`src/rtl/nukv_af_sender.sv`:
```
// nukv_af_sender: credit-throttled AXI-stream pipeline feeding an almost-full FIFO write port.
// Define NUKV_AF_SENDER_STATS_EN to enable the beat_count statistics counter.
module nukv_af_sender #(
  parameter int DATA_SIZE   = 16,
  parameter int PIPE_STAGES = 3,
  parameter int SLACK       = 7
) (
  input  logic                 clk,
  input  logic                 rst_n,
  input  logic [DATA_SIZE-1:0] s_axis_tdata,
  input  logic                 s_axis_tvalid,
  output logic                 s_axis_tready,
  output logic [DATA_SIZE-1:0] m_axis_tdata,
  output logic                 m_axis_tvalid,
  input  logic                 m_axis_tready,
  input  logic                 m_axis_talmostfull,
  input  logic                 flush_req,
  output logic                 flush_done,
  output logic                 overflow_err,
  output logic [31:0]          beat_count
);
  // two slots of slack absorb the afull register and the FIFO flag lag
  localparam logic [4:0] MAX_INFLIGHT = 5'(SLACK - 2);
  typedef enum logic [1:0] {INIT, RUN, DRAIN} state_t;
  state_t state_q, state_d;
  logic init_cnt_q, init_cnt_d;
  logic afull_q;
  logic [4:0] inflight_q, inflight_d;
  logic [PIPE_STAGES-1:0] vld_q, vld_d;
  logic [PIPE_STAGES:0] vld_sh;
  logic [DATA_SIZE-1:0] dat_q [PIPE_STAGES];
  logic [DATA_SIZE-1:0] dat_d [PIPE_STAGES];
  logic overflow_q, overflow_d;
  logic accept;
  assign accept        = s_axis_tvalid & s_axis_tready;
  assign m_axis_tvalid = vld_q[PIPE_STAGES-1];
  assign m_axis_tdata  = dat_q[PIPE_STAGES-1];
  assign overflow_err  = overflow_q;
  always_comb begin
    state_d       = state_q;
    init_cnt_d    = init_cnt_q;
    s_axis_tready = 1'b0;
    flush_done    = 1'b0;
    unique case (state_q)
      INIT: begin
        init_cnt_d = 1'b1;
        state_d    = init_cnt_q ? RUN : INIT;
      end
      RUN: begin
        s_axis_tready = ~afull_q & (inflight_q < MAX_INFLIGHT) & ~flush_req;
        state_d       = flush_req ? DRAIN : RUN;
      end
      DRAIN: begin
        flush_done = (inflight_q == '0) & ~m_axis_tvalid;
        state_d    = flush_done ? RUN : DRAIN;
      end
      default: state_d = INIT;
    endcase
  end
  // data registers only load behind a valid so tdata holds between beats
  always_comb begin
    vld_sh   = {vld_q, accept};
    vld_d    = vld_sh[PIPE_STAGES-1:0];
    dat_d[0] = accept ? s_axis_tdata : dat_q[0];
    for (int i = 1; i < PIPE_STAGES; i++) dat_d[i] = vld_q[i-1] ? dat_q[i-1] : dat_q[i];
    inflight_d = inflight_q + 5'(accept) - 5'(m_axis_tvalid);
    overflow_d = overflow_q | (m_axis_tvalid & ~m_axis_tready);
  end
  always_ff @(posedge clk or negedge rst_n) begin
    if (!rst_n) begin
      state_q    <= INIT;
      init_cnt_q <= 1'b0;
      afull_q    <= 1'b0;
      inflight_q <= '0;
      vld_q      <= '0;
      overflow_q <= 1'b0;
      for (int i = 0; i < PIPE_STAGES; i++) dat_q[i] <= '0;
    end else begin
      state_q    <= state_d;
      init_cnt_q <= init_cnt_d;
      afull_q    <= m_axis_talmostfull;
      inflight_q <= inflight_d;
      vld_q      <= vld_d;
      overflow_q <= overflow_d;
      for (int i = 0; i < PIPE_STAGES; i++) dat_q[i] <= dat_d[i];
    end
  end
`ifdef NUKV_AF_SENDER_STATS_EN
  logic [31:0] beat_q, beat_d;
  assign beat_d     = flush_done ? '0 : beat_q + 32'(m_axis_tvalid);
  assign beat_count = beat_q;
  always_ff @(posedge clk or negedge rst_n) begin
    if (!rst_n) beat_q <= '0;
    else beat_q <= beat_d;
  end
`else
  assign beat_count = '0;
`endif
endmodule

```
`config.mk`:
```
export PLATFORM = sky130hd
export DESIGN_NAME = nukv_af_sender
export DESIGN_NICKNAME = d
export VERILOG_FILES = /design/src/rtl/nukv_af_sender.sv
export SDC_FILE = /design/constraint.sdc
export NUM_CORES = 1
export LEC_CHECK = 0
export CAP_MARGIN = 10
export CORE_MARGIN = 2
export CORE_UTILIZATION = 50
export CTS_BUF_LIST = sky130_fd_sc_hd__clkbuf_8
export DETAILED_ROUTE_END_ITERATION = 10
export PLACE_DENSITY = 0.86
export SYNTH_ARGS = -nofsm -noshare
export SYNTH_HDL_FRONTEND = slang
export SYNTH_SLANG_ARGS = --single-unit
export TNS_END_PERCENT = 10
```
`constraint.sdc`:
```
create_clock -name clk -period 8.1 [get_ports clk]
set_input_delay 1.215 -clock clk [delete_from_list [all_inputs] [get_ports clk]]
set_output_delay 1.215 -clock clk [all_outputs]
set_load 0.005 [all_outputs]
```
==> impl_metrics.json <==
{
  "reg2reg_slack_ns": 5.17,
  "die_h_um": 79.2,
  "portBuffers": 41,
  "yosysWarnings": 0,
  "avgSynthCellArea_um2": 14.0,
  "postCtsSetupBuffers": 0,
  "p_per_area_nw_per_um2": 195,
  "hold_violations": 0,
  "stdcell_area_um2": 3270,
  "die_x_um": 79.2,
  "cts.sinks": 61,
  "finalSetupTns_ns": 0,
  "syn-cell-area_um2": 2830,
  "min_path_cells": 1,
  "core-area_um2": 5470,
  "final_nets": 265,
  "use_met2": 0.219,
  "hold_class": "reg -> reg",
  "syn_inst": 202,
  "antenna_found_initial": 0,
  "cts_buffers": 9,
  "worstSetupEndpointType": "primary output",
  "period_needed_ns": 3.85,
  "cp.required_ns": 6.88,
  "worstPathMaxFanout": 3,
  "syn_to_final_growth_pct": 15.4,
  "setup_ws_ns": 4.25,
  "die-area_um2": 6280,
  "antenna_left": 0,
  "status": "completed",
  "globalRouteTotalUtil": 0.151,
  "leakage_nw": 1.72,
  "fin_crit_sh": 0.475,
  "holdPathEnd": "overflow_err",
  "clock.fmax_ghz": 0.260,
  "hold_buffers": 0,
  "dr_total_vias": 1434,
  "place_area_um2": 3060,
  "yosysSeqAreaShare": 0.540,
  "grt_pass1_wl_um": 6880,
  "clockBufferDepth": 2,
  "wl_per_cell_um": 13.7,
  "n_antenna_cell": 0,
  "wl_um": 4230,
  "clk_latency_ns": 0.34,
  "cts_tree": "done",
  "drt_iter0_drc": 76,
  "drc": 0,
  "grt_util_met3": 0.0568,
  "max-cap-violations": 0,
  "grt_pass1_vias": 1428,
  "via_per_inst": 4.63,
  "grt_most_used_layer": "met2",
  "ys_ff_latch": 61,
  "hpwl_um": 2830,
  "firstDrtPassIters": 4,
  "grt_max_degree": 62,
  "overflow": 0,
  "drive_above_1_share": 0.286,
  "gp_congestion": 0.776,
  "synth.distinct_cells": 28,
  "rsz0062_at_grt": "false",
  "r2r-start": "inflight_q[1]",
  "cts.htree.levels": 3,
  "ios": 74,
  "holdCritStartpoint": "overflow_err",
  "ctsRootBufferMaster": "clkbuf_8",
  "slew-limit-headroom": 0.487,
  "worst_hold_slack_ns": 0.462,
  "dp_slack_ns": 4.15,
  "final_max_slew_viol_count": 0,
  "worst_pin_slew_ns": 0.769,
  "crit_path_start_kind": "input pin",
  "fin_skew_ns": 0.00787,
  "crit_type": "in -> out",
  "finish.utilization": 0.597,
  "rows": 27,
  "rr_worst_depth": 10,
  "cts-resized-gates": 0,
  "ir_drop_mv": 0.116,
  "reg2reg_to": "inflight_q[4]",
  "clkTransAtPathRegs_ns": 0.07,
  "setup_viol": 0,
  "use_met1": 0.195,
  "start_util": 0.517,
  "arrival_ns": 2.63
}
power by group:
group          internal [mW]  switching (mW)
Sequential             0.310         0.00673
Combinational         0.0200          0.0175
Clock                  0.169           0.113
worst max-delay path: stages:
cell and delay [ns]:
clkdlybuf4s50_1 0.46, nor3b_4 0.28, and3_1 0.19, clkdlybuf4s50_1 0.49
worst max-delay path by stage:
| stage | startpoint | to | cells past startpoint |
|---|---|---|---|
| floorplan | flush_req | inflight_q[4] | 10 |
| global placement | flush_req | inflight_q[4] | 10 |
| detailed placement | flush_req | inflight_q[4] | 10 |
| CTS | flush_req | s_axis_tready | 4 |
| global route | flush_req | s_axis_tready | 4 |
| finish | flush_req | s_axis_tready | 4 |
Yosys cell counts:
master | n | share of area
nor3b_4 | 1 | 0.0066
fa_1 | 1 | 0.0071
a22o_1 | 1 | 0.0031
a211o_1 | 1 | 0.0031
nor2_1 | 1 | 0.0013
and4b_1 | 1 | 0.0035
ha_1 | 9 | 0.040
and3_1 | 1 | 0.0022
xnor2_1 | 1 | 0.0031
conb_1 | 1 | 0.0013
a21o_1 | 2 | 0.0053
xor2_1 | 2 | 0.0062
mux2_2 | 40 | 0.16
o21bai_1 | 1 | 0.0027
mux2_4 | 8 | 0.042
a21oi_1 | 3 | 0.0053
nand4_4 | 1 | 0.0075
or2_2 | 1 | 0.0022
buf_4 | 48 | 0.13
nor4_1 | 1 | 0.0022
nand2_1 | 1 | 0.0013
buf_6 | 1 | 0.0040
nor2b_1 | 1 | 0.0022
dfrtp_1 | 61 | 0.54
nor3b_2 | 1 | 0.0044
clkbuf_1 | 2 | 0.0027
inv_1 | 8 | 0.011
buf_2 | 2 | 0.0035
registers in the layout (all words and copies together) (netlist names):
register	cells
dat_q	32
state_q	2
m_axis_tdata	16
vld_q	3
inflight_q	5
overflow_err	1
afull_q	1
init_cnt_q	1
cell families after synthesis:
logic type,synth area share
AND/OR/NAND/NOR,0.0336
adder cells (fa/ha/maj),0.0469
multiplexers,0.202
flip-flops,0.540
buffers and inverters,0.148
XOR/XNOR,0.00929
other,0.00133
AO/OA/AOI/OAI,0.0195
layer usage:
metal	vias up	routed length (µm)
met5	-	0
met3	9	260
met2	49	1940
met4	0	96
met1	712	1940
li1	664	-
layout by cell type, fill, tap and decap left out, types with 2 or more instances in the layout:
cell type and count:
conb_1 32, clkinv_2 3, xor2_1 2, clkdlybuf4s50_1 40
inv_1 10, mux2_4 8, mux2_2 40, ha_1 9
a21o_1 2, bufinv_16 2, a21oi_1 3, clkbuf_8 9
dfrtp_1 61
cell type report:
| cell class | count | area (µm²) |
|---|---|---|
| fillers | 411 | 2210 |
| flip-flops and latches | 61 | 1530 |
| multi-input cells | 111 | 1000 |
| repair buffers | 42 | 413 |
| clock buffers | 9 | 124 |
| well taps | 72 | 90.1 |
| clock inverters | 7 | 82.6 |
| inverters | 8 | 30.0 |
through the flow:
step | power, mW | std cells
after floorplan | 0.351 | 233
after global placement | 0.359 | 294
after detailed placement | 0.359 | 294
after CTS | 0.643 | 310
after global routing | 0.665 | 310
final | 0.637 | 310
Note: power is estimated with default switching activity, not from simulation.
